## src/rtl/mmio_pwm_led_pkg.sv

```systemverilog
// Shared definitions for the memory-mapped PWM LED controller.
// Optional build macro: PWM_IRQ_EN (period-wrap status flag and irq output).
package mmio_pwm_led_pkg;

    // Register byte offsets inside the 4 KiB window
    localparam logic [11:0] PWM_CTRL_OFF      = 12'h000;
    localparam logic [11:0] PWM_PERIOD_OFF    = 12'h004;
    localparam logic [11:0] PWM_STATUS_OFF    = 12'h008;
    localparam logic [11:0] PWM_DUTY_BASE_OFF = 12'h010;

    // CTRL field positions
    localparam int CTRL_EN_BIT    = 0;
    localparam int CTRL_PRESC_LSB = 8;

    // STATUS field positions
    localparam int STATUS_WRAP_BIT = 0;

    // Byte offset of the duty register belonging to channel ch
    function automatic logic [11:0] duty_offset(input int ch);
        return PWM_DUTY_BASE_OFF + 12'(4 * ch);
    endfunction

endpackage

```

## src/rtl/mmio_pwm_led_timebase.sv

```systemverilog
// Shared PWM timebase: prescaler, period counter and wrap detection.
// The counter compares against the shadowed period so that period changes
// only take effect at a frame boundary.
module pwm_timebase #(
    parameter int CNT_W   = 8,
    parameter int PRESC_W = 8
) (
    input  logic               clk,
    input  logic               reset,
    input  logic               en,
    input  logic [PRESC_W-1:0] presc,
    input  logic [CNT_W-1:0]   period,
    output logic [CNT_W-1:0]   cnt,
    output logic               wrap
);

    logic [PRESC_W-1:0] pre_cnt;
    logic               tick;

    assign tick = en && (pre_cnt == presc);
    assign wrap = tick && (cnt == period);

    // Prescaler: counts 0..presc, restarts on each tick, held at 0 while disabled
    always_ff @(posedge clk) begin
        if (reset) begin
            pre_cnt <= '0;
        end else if (!en || tick) begin
            pre_cnt <= '0;
        end else begin
            pre_cnt <= pre_cnt + PRESC_W'(1);
        end
    end

    // Period counter: advances on tick, wraps to 0 after reaching period
    always_ff @(posedge clk) begin
        if (reset) begin
            cnt <= '0;
        end else if (!en || wrap) begin
            cnt <= '0;
        end else if (tick) begin
            cnt <= cnt + CNT_W'(1);
        end
    end

endmodule

```

## src/rtl/mmio_pwm_led.sv

```systemverilog
// Memory-mapped multi-channel PWM controller for board LEDs.
// Holds the register file, double-buffered duty/period shadows and the
// per-channel comparators; the timebase lives in pwm_timebase.
// Optional build macro: PWM_IRQ_EN adds the STATUS.WRAP flag and drives irq.
module mmio_pwm_led
    import mmio_pwm_led_pkg::*;
#(
    parameter int          NUM_CH    = 4,
    parameter int          CNT_W     = 8,
    parameter int          PRESC_W   = 8,
    parameter logic [31:0] BASE_ADDR = 32'h0000_F000
) (
    input  logic              clk,
    input  logic              reset,
    input  logic              wr_en,
    input  logic [31:0]       addr,
    input  logic [31:0]       wr_data,
    output logic [31:0]       rd_data,
    output logic              sel,
    output logic [NUM_CH-1:0] pwm_out,
    output logic              irq
);

    logic [11:0]        offset;
    logic               aligned;
    logic               wr_hit;

    logic               ctrl_en;
    logic [PRESC_W-1:0] ctrl_presc;
    logic [CNT_W-1:0]   period_reg;
    logic [CNT_W-1:0]   duty_reg    [NUM_CH];

    logic [CNT_W-1:0]   shadow_period;
    logic [CNT_W-1:0]   shadow_duty [NUM_CH];

    logic [CNT_W-1:0]   cnt;
    logic               wrap;
    logic [31:0]        rd_next;

    logic               unused_wr_bits;

    assign offset  = addr[11:0];
    assign aligned = (addr[1:0] == 2'b00);
    assign sel     = (addr[31:12] == BASE_ADDR[31:12]);
    assign wr_hit  = wr_en && sel && aligned;

    assign unused_wr_bits = ^wr_data;

    pwm_timebase #(
        .CNT_W   (CNT_W),
        .PRESC_W (PRESC_W)
    ) u_timebase (
        .clk    (clk),
        .reset  (reset),
        .en     (ctrl_en),
        .presc  (ctrl_presc),
        .period (shadow_period),
        .cnt    (cnt),
        .wrap   (wrap)
    );

    // Register file writes: aligned word writes to mapped offsets only
    always_ff @(posedge clk) begin
        if (reset) begin
            ctrl_en    <= 1'b0;
            ctrl_presc <= '0;
            period_reg <= '0;
            for (int i = 0; i < NUM_CH; i++) begin
                duty_reg[i] <= '0;
            end
        end else if (wr_hit) begin
            case (offset)
                PWM_CTRL_OFF: begin
                    ctrl_en    <= wr_data[CTRL_EN_BIT];
                    ctrl_presc <= wr_data[CTRL_PRESC_LSB +: PRESC_W];
                end
                PWM_PERIOD_OFF: begin
                    period_reg <= wr_data[CNT_W-1:0];
                end
                default: begin
                    for (int i = 0; i < NUM_CH; i++) begin
                        if (offset == duty_offset(i)) begin
                            duty_reg[i] <= wr_data[CNT_W-1:0];
                        end
                    end
                end
            endcase
        end
    end

    // Shadows follow the registers while idle and reload only at a frame wrap,
    // so a write landing on the wrap edge is seen one frame later
    always_ff @(posedge clk) begin
        if (reset) begin
            shadow_period <= '0;
            for (int i = 0; i < NUM_CH; i++) begin
                shadow_duty[i] <= '0;
            end
        end else if (!ctrl_en || wrap) begin
            shadow_period <= period_reg;
            for (int i = 0; i < NUM_CH; i++) begin
                shadow_duty[i] <= duty_reg[i];
            end
        end
    end

    // Per-channel comparators, registered for glitch-free LED drive
    always_ff @(posedge clk) begin
        if (reset) begin
            pwm_out <= '0;
        end else begin
            for (int i = 0; i < NUM_CH; i++) begin
                pwm_out[i] <= ctrl_en && (cnt < shadow_duty[i]);
            end
        end
    end

`ifdef PWM_IRQ_EN
    logic wrap_flag;

    // Sticky wrap flag; a new wrap beats a simultaneous write-1-to-clear
    always_ff @(posedge clk) begin
        if (reset) begin
            wrap_flag <= 1'b0;
        end else if (wrap) begin
            wrap_flag <= 1'b1;
        end else if (wr_hit && (offset == PWM_STATUS_OFF) && wr_data[STATUS_WRAP_BIT]) begin
            wrap_flag <= 1'b0;
        end
    end

    assign irq = wrap_flag;
`else
    assign irq = 1'b0;
`endif

    // Read mux: unmapped, misaligned or out-of-window reads return 0
    always_comb begin
        rd_next = '0;
        if (sel && aligned) begin
            case (offset)
                PWM_CTRL_OFF: begin
                    rd_next[CTRL_EN_BIT]                = ctrl_en;
                    rd_next[CTRL_PRESC_LSB +: PRESC_W]  = ctrl_presc;
                end
                PWM_PERIOD_OFF: begin
                    rd_next[CNT_W-1:0] = period_reg;
                end
                PWM_STATUS_OFF: begin
`ifdef PWM_IRQ_EN
                    rd_next[STATUS_WRAP_BIT] = wrap_flag;
`else
                    rd_next = '0;
`endif
                end
                default: begin
                    for (int i = 0; i < NUM_CH; i++) begin
                        if (offset == duty_offset(i)) begin
                            rd_next[CNT_W-1:0] = duty_reg[i];
                        end
                    end
                end
            endcase
        end
    end

    // Registered read data, one cycle after the address is presented
    always_ff @(posedge clk) begin
        if (reset) begin
            rd_data <= '0;
        end else begin
            rd_data <= rd_next;
        end
    end

endmodule

```

## config.mk

```make
export PLATFORM = sky130hd
export DESIGN_NAME = mmio_pwm_led
export DESIGN_NICKNAME = d
export VERILOG_FILES = /design/src/rtl/mmio_pwm_led_pkg.sv /design/src/rtl/mmio_pwm_led_timebase.sv /design/src/rtl/mmio_pwm_led.sv
export SDC_FILE = /design/constraint.sdc
export NUM_CORES = 1
export LEC_CHECK = 0
export ABC_AREA = 1
export CORE_MARGIN = 4
export CORE_UTILIZATION = 55
export DETAILED_ROUTE_END_ITERATION = 8
export DONT_BUFFER_PORTS = 1
export PLACE_DENSITY = 0.7
export SKIP_LAST_GASP = 1
export SYNTH_ARGS = -nofsm -noshare
export SYNTH_HDL_FRONTEND = slang
export SYNTH_HIERARCHICAL = 1
export SYNTH_SLANG_ARGS = --single-unit
```

## constraint.sdc

```tcl
create_clock -name clk -period 6.22 [get_ports clk]
set_input_delay 1.244 -clock clk [delete_from_list [all_inputs] [get_ports clk]]
set_output_delay 1.244 -clock clk [all_outputs]
set_load 0.02 [all_outputs]
```

# Yosys cells after proc, flatten, opt, wreduce, memory -nomap -nowiden
# Memory sizes are Yosys's and may differ from the RTL's.
# Cells that the tools add are included.
[totals] romBits=0 reg_bits=77 n_memories=2 ramBits=64 latchBits=0 output_inout_bits=38
[memory_table] memory="duty_reg" depth=4 word_bits=8 read_ports=4 rd_ports_with_merged_regs=0 write_ports=4 line="mmio_pwm_led.sv:31" text="logic [CNT_W-1:0] duty_reg [NUM_CH];"
[memory_table] memory="shadow_duty" depth=4 word_bits=8 read_ports=4 rd_ports_with_merged_regs=0 write_ports=4 line="mmio_pwm_led.sv:34" text="logic [CNT_W-1:0] shadow_duty [NUM_CH];"
[op_classes] shift=0 multipliers=0 n_eq_ne=9 div_mod_pow=0 n_addsub=2 muxes=39 bitwise_logic=10 reduce_logical=22 magnitude_cmp=4
[ops] op="8-bit 2-to-1 mux" count=12
[ops] op="12-bit by 5-bit equality test with 1-bit output (second input constant)" count=4
[ops] op="8-bit < comparator" count=4
[ops] op="1-bit 2-to-1 mux" count=25
[ops] op="20-bit by 4-bit equality test with 1-bit output (second input constant)" count=1
[ops] op="8-bit by 1-bit adder with 8-bit output (second input constant)" count=2
[ops] op="8-bit equality test" count=2
[ops] op="7-bit one-hot mux with 2 select lines" count=1
[ops] op="12-bit by 3-bit equality test with 1-bit output (second input constant)" count=1
[ops] op="12-bit by 4-bit equality test with 1-bit output (second input constant)" count=1
[ops] op="12-bit logical NOT" count=1
[ops] op="2-bit OR reduction" count=5
[ops] op="1-bit logical AND" count=9
[ops] op="1-bit bitwise OR" count=8
[ops] op="2-bit AND reduction" count=2
[ops] op="1-bit one-hot mux with 3 select lines" count=1
[ops] op="3-bit OR reduction" count=1
[ops] op="2-bit logical NOT" count=1
[ops] op="1-bit logical OR" count=2
[ops] op="1-bit NOT" count=2
[ops] op="1-bit logical NOT" count=1

# Logic depth before layout (Yosys ltp)
# Gate-level depths: netlist (run 1).
[logic_depth] ltp_word=8 ltp_mapped=12 mapped_depth_nobuf=11

# By module
# Netlist (run 1), hierarchy kept.
[modules_own_cells] module="mmio_pwm_led" n_inst=1 area_each_um2=5403.9 seq_area_each_um2=2822.7 cells_each=640
[modules_own_cells] module="pwm_timebase" n_inst=1 area_each_um2=1256.2 seq_area_each_um2=320.3 cells_each=203

# Worst setup path after synthesis (run 1)
# No wires, ideal clock.
[synth_path] path_kind="input to output" startpoint="input addr[27]" endpoint="output sel" arrival_time_ps=1777 path_stages=5 path_slack_ps=3199 n_path_buf=0 path_cell_list="nor2_1 nand2_1 nor2_1 nand2_1 nor2_2"
[synth_via] elab_chain_len=1
[synth_rtl] element="start, declared" line="mmio_pwm_led.sv:16" text="input logic [31:0] addr,"
[synth_rtl] element="20-bit by 4-bit equality test with 1-bit output" line="mmio_pwm_led.sv:44" text="assign sel = (addr[31:12] == BASE_ADDR[31:12]);"
[synth_rtl] element="end, declared" line="mmio_pwm_led.sv:19" text="output logic sel,"
# No other way between the ends.

# Worst setup path in the final report (run 1)
[layout_path] startpoint="input addr[23]" endpoint="output sel"
# Same word-level chain as after synthesis.

==> impl_metrics.env, run 1 <==
export IMPL_die_w_um=118
export IMPL_insertion_delay_ps=420
export IMPL_rows=39
export IMPL_clock_sinks=125
export IMPL_p_leak_nw=3.38
export IMPL_synth_edf_count=64
export IMPL_max_vdd_ir_drop_uv=178
export IMPL_routed_wl_um=15200
export IMPL_hold_path_class="register to register"
export IMPL_area_delta_synth_final_pct=10.1
export IMPL_cts_buffers=17
export IMPL_critPathMaxStageDelay_ps=260
export IMPL_h_tree_depth=4
export IMPL_coreArea_mm2=0.0116
export IMPL_hold_buffers=0
export IMPL_maxCapViolCount=0
export IMPL_synth_main_ff_cell="edfxtp_1"
export IMPL_nNetsFinal=950
export IMPL_antenna_found_initial=0
export IMPL_dr_pass1_iters=6
export IMPL_synth_cell_types=34
export IMPL_cp_required_ps=4980
export IMPL_syn_inst=843
export IMPL_worstSetupPathType="input port to primary output"
export IMPL_final_hold_viol_count=0
export IMPL_hpwl_um=11100
export IMPL_async_flop_share_pct=0
export IMPL_track_usage_pct=22.6
export IMPL_drc=0
export IMPL_fmax_mhz=323
export IMPL_avgSynthCellArea_um2=7.90
export IMPL_start_util_pct=57.3
export IMPL_vias_per_cell=5.22
export IMPL_crit_fanout=3
export IMPL_ys_warn_count=6
export IMPL_status="finished clean"
export IMPL_crit_path_top_delay_cell="nor2_2"
export IMPL_design_die_area_mm2=0.0139
export IMPL_finalCriticalPeriod_ps=3090
export IMPL_crit_family="simple AND/OR/NAND/NOR gates"
export IMPL_postCtsSetupRepairBufs=0
export IMPL_skew_ps=8.73
export IMPL_synth_top_area_share_pct=28.9
export IMPL_tritoncts="built"
export IMPL_relSlewSlack_pct=40.8
export IMPL_wl_per_cell_um=15.1
export IMPL_num_io_pins=105
export IMPL_report_final_slew_viol_count=0
export IMPL_critPathArrivalTime_ps=1850
export IMPL_grt_start_max_net_pins=41
export IMPL_clock_path_buffers=2
export IMPL_grt_pass1_wl_um=24600
export IMPL_hold_ws_ps=491
export IMPL_worst_path_buf_inv=0
export IMPL_clk_pin_slew_worst_paths_ps=60
export IMPL_via_count=5262
export IMPL_rsz0062_at_grt="no"
export IMPL_synth_area_leaders="edfxtp_1, dfxtp_1, nor2_1"
export IMPL_fin_crit_sh_pct=49.7
export IMPL_synth_top_cell_by_area="edfxtp_1"
export IMPL_setup_tns_ps=0
export IMPL_synth_most_common_cell="nor2_1"
export IMPL_drive_gt1_share_pct=9.82
export IMPL_grt_pass1_vias=5088
export IMPL_ys_ff_latch=125
export IMPL_cts_resized=0
export IMPL_num_antenna_cells=0
export IMPL_crit_chain="nor2_1 -> nand2_1 -> nor2_1 -> nand2_1 -> nor2_2"
export IMPL_portBuffers=0
export IMPL_clock_root_buffer="clkbuf_16"
export IMPL_setup_viol=0
export IMPL_worst_slew_pin_slew_ps=881
export IMPL_grt_ovfl_total=0
export IMPL_critPathLaunchType="input port"
export IMPL_endpoint_kind="primary output"
export IMPL_place_congestion=0.867
export IMPL_antenna_left=0
export IMPL_netlist_area_mm2=0.00666
export IMPL_power_density_mw_per_mm2=269
export IMPL_ys_seq_area_share_pct=47.2
export IMPL_synth_commonest_cells="nor2_1, nand2_1, inv_1"
export IMPL_die_y_um=118
export IMPL_dr_first_iter_drc_count=415
==> cell usage in the layout (no fill, tap or decap), types with 16 or more instances in the layout <==
cell type and n:
inv_1 138, nand2_1 170, nand3_1 45, nor2_1 171, dfxtp_1 61, o21ai_0 19, clkbuf_16 17, edfxtp_1 64
a21oi_1 16, conb_1 17, nand4_1 17, ha_1 30
==> worst min-delay path, stage by stage (launching register included) <==
cell and delay [ps]:
dfxtp_1 310, nand2_1 60, a21oi_1 70
==> power by group <==
| group | internal [mW] | total, mW | switching [mW] |
|---|---|---|---|
| Combinational | 0.0169 | 0.0688 | 0.0519 |
| Sequential | 0.887 | 0.897 | 0.0100 |
| Clock | 0.631 | 1.00 | 0.373 |
| Total | 1.54 | 1.97 | 0.434 |
==> worst paths after layout <==
kind / slack [ps] / to / cells past startpoint / from
max: 3130 / sel / 5 / addr[23]
min: 490 / rd_data[5] / 2 / period_reg[5]
max reg2reg: 3890 / shadow_duty[2][7] / 11 / u_timebase/cnt[4]
min reg2reg: 490 / rd_data[5] / 2 / period_reg[5]
==> metal layers <==
layer / track usage (%) / wire length, µm / vias to the layer above
met1: 28.8 / 6720 / 2408
met4: 9.89 / 345 / 0
met5: 0 / 0 / -
met2: 35.8 / 6880 / 212
met3: 6.58 / 1250 / 32
li1: - / - / 2610
==> cell type report <==
class / count / area, µm²
clock buffers: 19 / 433
clock inverters: 13 / 164
fillers: 967 / 4280
inverters: 153 / 574
multi-input cells: 553 / 2820
flip-flops and latches: 125 / 3140
well taps: 143 / 179
repair buffers: 3 / 22.5
==> cells by family after synthesis <==
group	synth area share, %
simple gates	30.3
buf+inv	11.5
flops	47.2
compound gates	3.36
fa+ha+maj	5.64
xor+xnor	1.97
other cells	0.0563
==> per-stage QoR <==
step,worst slack (ps),total power [mW],std cells,cell area [µm²],util (%)
6_report,3130,1.97,1009,7330,63.1
5_1_grt,3050,2.03,1009,7330,63.1
4_1_cts,3100,1.98,1009,7330,63.1
3_5_place_dp,2660,0.982,977,6730,58.0
3_3_place_gp,2810,0.979,977,6730,58.0
2_1_floorplan,3200,0.971,859,6720,-
No activity file was read; power rests on OpenSTA's default activity.
==> run 2, diff against run 1 <==
--- a/config.mk
+++ b/config.mk
@@ -10,7 +10,7 @@
 export CORE_UTILIZATION = 55
 export DETAILED_ROUTE_END_ITERATION = 8
 export DONT_BUFFER_PORTS = 1
-export PLACE_DENSITY = 0.7
+export PLACE_DENSITY = 0.73
 export SKIP_LAST_GASP = 1
 export SYNTH_ARGS = -nofsm -noshare
 export SYNTH_HDL_FRONTEND = slang
==> constraint.sdc (replaced) <==
create_clock -name clk -period 2.59 [get_ports clk]
set_input_delay 0.518 -clock clk [delete_from_list [all_inputs] [get_ports clk]]
set_output_delay 0.518 -clock clk [all_outputs]
set_load 0.02 [all_outputs]
==> run 2 against run 1 <==
Effect of this change: sequential power grew 140%; largest power group unchanged; cell area grew 1.1%; non-clock buffer count grew 11; register-to-register slack lost 3300 ps; highest routed layer unchanged.
==> impl_metrics.env, run 2 (synthesis gave the netlist of run 1 again) <==
export IMPL_critPathArrivalTime_ps=2170
export IMPL_r2r_end="shadow_duty[2][5]"
export IMPL_hold_buffers=0
export IMPL_final_cell_mix="nor2_1, nand2_1, inv_1, edfxtp_1, dfxtp_1"
export IMPL_cts_buffers=17
export IMPL_final_common_cell="nor2_1"
export IMPL_dr_first_iter_drc_count=483
export IMPL_maxCapViolCount=0
export IMPL_grt_ovfl_total=0
export IMPL_power_density_mw_per_mm2=625
export IMPL_clock_sinks=125
export IMPL_cts_resized=0
export IMPL_final_hold_viol_count=0
export IMPL_ff2ff_setup_slack_ps=570
export IMPL_drive_gt1_share_pct=11.3
export IMPL_utilization_pct=63.8
export IMPL_postCtsSetupRepairBufs=0
export IMPL_hold_path_end="pwm_out[0]"
export IMPL_coreArea_mm2=0.0116
export IMPL_clk_pin_slew_worst_paths_ps=60
export IMPL_worstSetupPathType="register to register"
export IMPL_start_util_pct=57.3
export IMPL_die_w_um=118
export IMPL_endpoint_kind="register"
export IMPL_rows=39
export IMPL_hpwl_um=11100
export IMPL_critPathLaunchType="register"
export IMPL_status="finished clean"
export IMPL_setup_tns_ps=0
export IMPL_grt_start_max_net_pins=41
export IMPL_portBuffers=0
export IMPL_hold_path_class="input port to register"
export IMPL_setup_viol=0
export IMPL_tritoncts="built"
export IMPL_grt_pass1_wl_um=24300
export IMPL_fmax_mhz=494
export IMPL_skew_ps=13.0
export IMPL_dr_pass1_iters=5
export IMPL_finalCriticalPeriod_ps=2020
export IMPL_h_tree_depth=4
export IMPL_antenna_left=0
export IMPL_rsz0062_at_grt="no"
export IMPL_area_delta_synth_final_pct=11.3
export IMPL_hp_start="reset"
export IMPL_design_die_area_mm2=0.0139
export IMPL_crit_fanout=40
export IMPL_grt_pass1_vias=5015
export IMPL_timing_rr_start="u_timebase/cnt[3]"
export IMPL_startpoint="u_timebase/cnt[3]"
export IMPL_place_congestion=0.880
export IMPL_die_y_um=118
export IMPL_routed_wl_um=15100
export IMPL_nNetsFinal=961
export IMPL_wl_per_cell_um=14.8
export IMPL_insertion_delay_ps=420
export IMPL_cp_required_ps=2740
export IMPL_rr_worst_depth=9
export IMPL_p_leak_nw=3.46
export IMPL_antenna_found_initial=0
export IMPL_hold_depth=1
export IMPL_track_usage_pct=22.4
export IMPL_fin_crit_sh_pct=78.1
export IMPL_max_vdd_ir_drop_uv=626
export IMPL_clock_path_buffers=2
export IMPL_fin_cells=1020
export IMPL_via_count=5287
export IMPL_vias_per_cell=5.18
export IMPL_dp_cells=988
export IMPL_report_final_slew_viol_count=0
export IMPL_num_io_pins=105
export IMPL_drc=0
export IMPL_clock_root_buffer="clkbuf_16"
export IMPL_num_antenna_cells=0
-- run 2: changes by cell type in the layout (fill, tap and decap cells not counted), moves of 2 or more --
cell,before,now
buf_4,3,13
clkinvlp_4,4,0
bufinv_16,3,0
clkbuf_1,2,0
clkbuf_16,17,19
inv_4,0,2
inv_6,3,5
-- run 2: per-layer routing --
| layer | GRT usage (%) | share of wire [%] | routed length, µm |
|---|---|---|---|
| met1 | 28.4 | 43 | 6470 |
| met2 | 35.8 | 47 | 7020 |
| met3 | 6.54 | 8.6 | 1290 |
| met4 | 9.30 | 1.8 | 274 |
| met5 | 0 | 0 | 0 |
-- run 2: how the worst max path moves through the flow --
stage,to
after floorplan,shadow_duty[0][0]
after global placement,duty_reg[0][3]
after detailed placement,duty_reg[1][6]
after CTS,shadow_duty[1][7]
after global routing,shadow_duty[2][5]
final,shadow_duty[2][5]
-- run 2: final cells by class --
class	instances	area, µm²
fill	945	4200
inverter	153	574
tap	143	179
clock buffer	20	489
timing repair buffer	14	118
clock inverter	12	95.1
multi-input combinational	553	2820
sequential	125	3140
-- run 2: critical path: stages, from the launching register on --
cell and delay [ps]:
dfxtp_1 580, xor2_1 210, nor2_1 70, nand2_1 80, nor2_2 50, nand3_4 80
inv_2 60, o21ai_2 120, buf_4 360, nor2_1 130
-- run 2: stage by stage --
stage,cell area [µm²],hold WS [ps],worst slack [ps],total power [mW]
after floorplan,6720,443,193,2.33
after global placement,6830,465,488,2.35
after detailed placement,6830,473,478,2.36
after CTS,7410,143,576,4.67
after global routing,7410,147,363,4.79
final,7410,161,567,4.63
-- run 2: where the power goes --
part | internal, mW | switching (mW)
sequential | 2.13 | 0.0232
combinational | 0.0433 | 0.124
clock | 1.38 | 0.930
==> run 3, diff against run 2 <==
==> constraint.sdc (replaced) <==
create_clock -name clk -period 1.6 [get_ports clk]
set_input_delay 0.32 -clock clk [delete_from_list [all_inputs] [get_ports clk]]
set_output_delay 0.32 -clock clk [all_outputs]
set_load 0.02 [all_outputs]
==> run 3 against run 2 <==
Effect of this change: flip-flop and latch count unchanged; the flow now finishes with violations (setup timing); power increased by 70%; clock skew decreased by 4.6 ps; largest cell class unchanged; clock power grew 72%; global-route usage up 0.91 points.
==> impl_metrics.env, run 3 (synthesis gave the netlist of run 1 again) <==
export IMPL_status="complete, but fails checks"
export IMPL_violations="setup timing"
export IMPL_crit_path_top_delay_cell="dfxtp_2"
export IMPL_finalCriticalPeriod_ps=1780
export IMPL_fmax_mhz=560
export IMPL_area_delta_synth_final_pct=25.9
export IMPL_grt_pass1_vias=5368
export IMPL_relSlewSlack_pct=63.6
export IMPL_vias_per_cell=5.30
export IMPL_insertion_delay_ps=420
export IMPL_cp_required_ps=1880
export IMPL_antenna_found_initial=0
export IMPL_grt_ovfl_total=0
export IMPL_timing_rr_start="u_timebase/pre_cnt[1]"
export IMPL_hpwl_um=12000
export IMPL_dp_cells=1030
export IMPL_drc=0
export IMPL_endpoint_kind="register"
export IMPL_track_usage_pct=23.3
export IMPL_routed_wl_um=17700
export IMPL_dr_first_iter_drc_count=436
export IMPL_start_util_pct=57.3
export IMPL_via_count=5713
export IMPL_cts_buffers=17
export IMPL_max_vdd_ir_drop_uv=822
export IMPL_die_y_um=118
export IMPL_report_final_slew_viol_count=0
export IMPL_num_antenna_cells=0
export IMPL_path_common_cell="nand2_1"
export IMPL_hp_start="wr_data[12]"
export IMPL_critPathLaunchType="register"
export IMPL_design_die_area_mm2=0.0139
export IMPL_setup_tns_ps=-10600
export IMPL_place_congestion=0.878
export IMPL_crit_fanout=7
export IMPL_clock_root_buffer="clkbuf_16"
export IMPL_fin_cells=1078
export IMPL_ff2ff_setup_slack_ps=-180
export IMPL_coreArea_mm2=0.0116
export IMPL_hold_path_end="ctrl_presc[4]"
export IMPL_clock_path_buffers=2
export IMPL_worst_slack_ps=-185
export IMPL_rows=39
export IMPL_drive_gt1_share_pct=26.0
export IMPL_worst_path_buf_inv=4
export IMPL_h_tree_depth=4
export IMPL_fin_crit_sh_pct=112
export IMPL_multi_input_area_mm2=0.00315
export IMPL_power_density_mw_per_mm2=939
export IMPL_num_io_pins=105
export IMPL_die_w_um=118
export IMPL_utilization_pct=72.2
export IMPL_critPathMaxStageDelay_ps=360
export IMPL_clk_pin_slew_worst_paths_ps=60
export IMPL_worstSetupPathType="register to register"
export IMPL_final_cell_mix="nand2_1, nor2_1, inv_1, edfxtp_1, buf_4"
export IMPL_hold_depth=2
export IMPL_grt_pass1_wl_um=25600
export IMPL_p_leak_nw=3.85
export IMPL_crit_family="simple AND/OR/NAND/NOR gates"
export IMPL_worst_slew_pin_slew_ps=545
export IMPL_nFillCells=837
export IMPL_rr_worst_depth=12
export IMPL_rsz0062_at_grt="yes"
export IMPL_portBuffers=0
export IMPL_grt_start_max_net_pins=41
export IMPL_critPathArrivalTime_ps=2070
export IMPL_clock_sinks=125
export IMPL_hold_path_class="input port to register"
export IMPL_skew_ps=8.44
export IMPL_final_hold_viol_count=0
export IMPL_setup_viol=72
export IMPL_r2r_end="shadow_duty[3][7]"
export IMPL_final_common_cell="nand2_1"
export IMPL_regArea_mm2=0.00320
export IMPL_wl_per_cell_um=16.4
export IMPL_crit_chain="inv_2 -> nand2_1 -> nand2_1 -> nor2_2 -> nand2_2 -> nor2_8 -> nand3_4 -> inv_4 -> o21ai_4 -> buf_12 -> clkbuf_16 -> nor2_4"
export IMPL_maxCapViolCount=0
export IMPL_tritoncts="built"
export IMPL_antenna_left=0
export IMPL_nNetsFinal=1019
export IMPL_dr_pass1_iters=7
[run 3: area by class of cell]
type	count	area share, %
Clock buffer	20	5.97
Clock inverter	12	1.43
Inverter	153	6.88
Multi-Input combinational cell	554	37.6
Sequential cell	125	38.2
Tap cell	143	2.13
Timing Repair Buffer	71	7.84
[run 3: where the power goes]
part,switching (mW),internal (mW)
clock,1.53,2.45
sequential,0.0424,3.43
combinational,0.274,0.142
[run 3: worst reg2reg max path, cell delays in order (launching register included)]
cell and delay, ps:
dfxtp_2 360, inv_2 50, nand2_1 80, nand2_1 70, nor2_2 140, nand2_2 120, nor2_8 110, nand3_4 100
inv_4 100, o21ai_4 60, buf_12 180, clkbuf_16 170, nor2_4 110
[run 3: how the worst max path moves through the flow]
| stage | endpoint | depth (start not counted) | startpoint | slack (ps) |
|---|---|---|---|---|
| floorplan | duty_reg[1][0] | 5 | addr[11] | -40 |
| global placement | duty_reg[3][1] | 8 | addr[27] | -150 |
| detailed placement | duty_reg[3][2] | 8 | addr[13] | -210 |
| CTS | shadow_duty[0][4] | 11 | ctrl_presc[0] | -80 |
| global route | shadow_duty[3][7] | 12 | u_timebase/pre_cnt[1] | -250 |
| finish | shadow_duty[3][7] | 12 | u_timebase/pre_cnt[1] | -180 |
[run 3: what timing repair did]
item	4_1_cts	5_1_grt
setup buffers	0	11
gates cloned	1	6
resized for setup	13	104
pin swaps	0	22
hold buffers	1	0
endpoints found under the setup margin	72	88
hold endpoints to repair	4	0
[run 3: stage by stage]
stage          power [mW]  area [µm²]  hold WS (ps)  setup WS, ps
6_report             7.87        8380          37.7          -185
5_1_grt              8.07        8380          32.3          -253
4_1_cts              7.77        7890          27.5         -75.3
3_5_place_dp         3.86        7220           395          -212
3_3_place_gp         3.84        7220           396          -149
2_1_floorplan        3.78        6800           392         -42.7
[run 3: layer usage]
layer  global-route usage [%]  part of all wire, %  up-vias
li1                         -                    -     2750
met1                     28.3                   39     2646
met2                     39.2                   51      275
met3                     6.01                  8.0       42
met4                     9.74                  2.8        0
met5                        0                    0        -
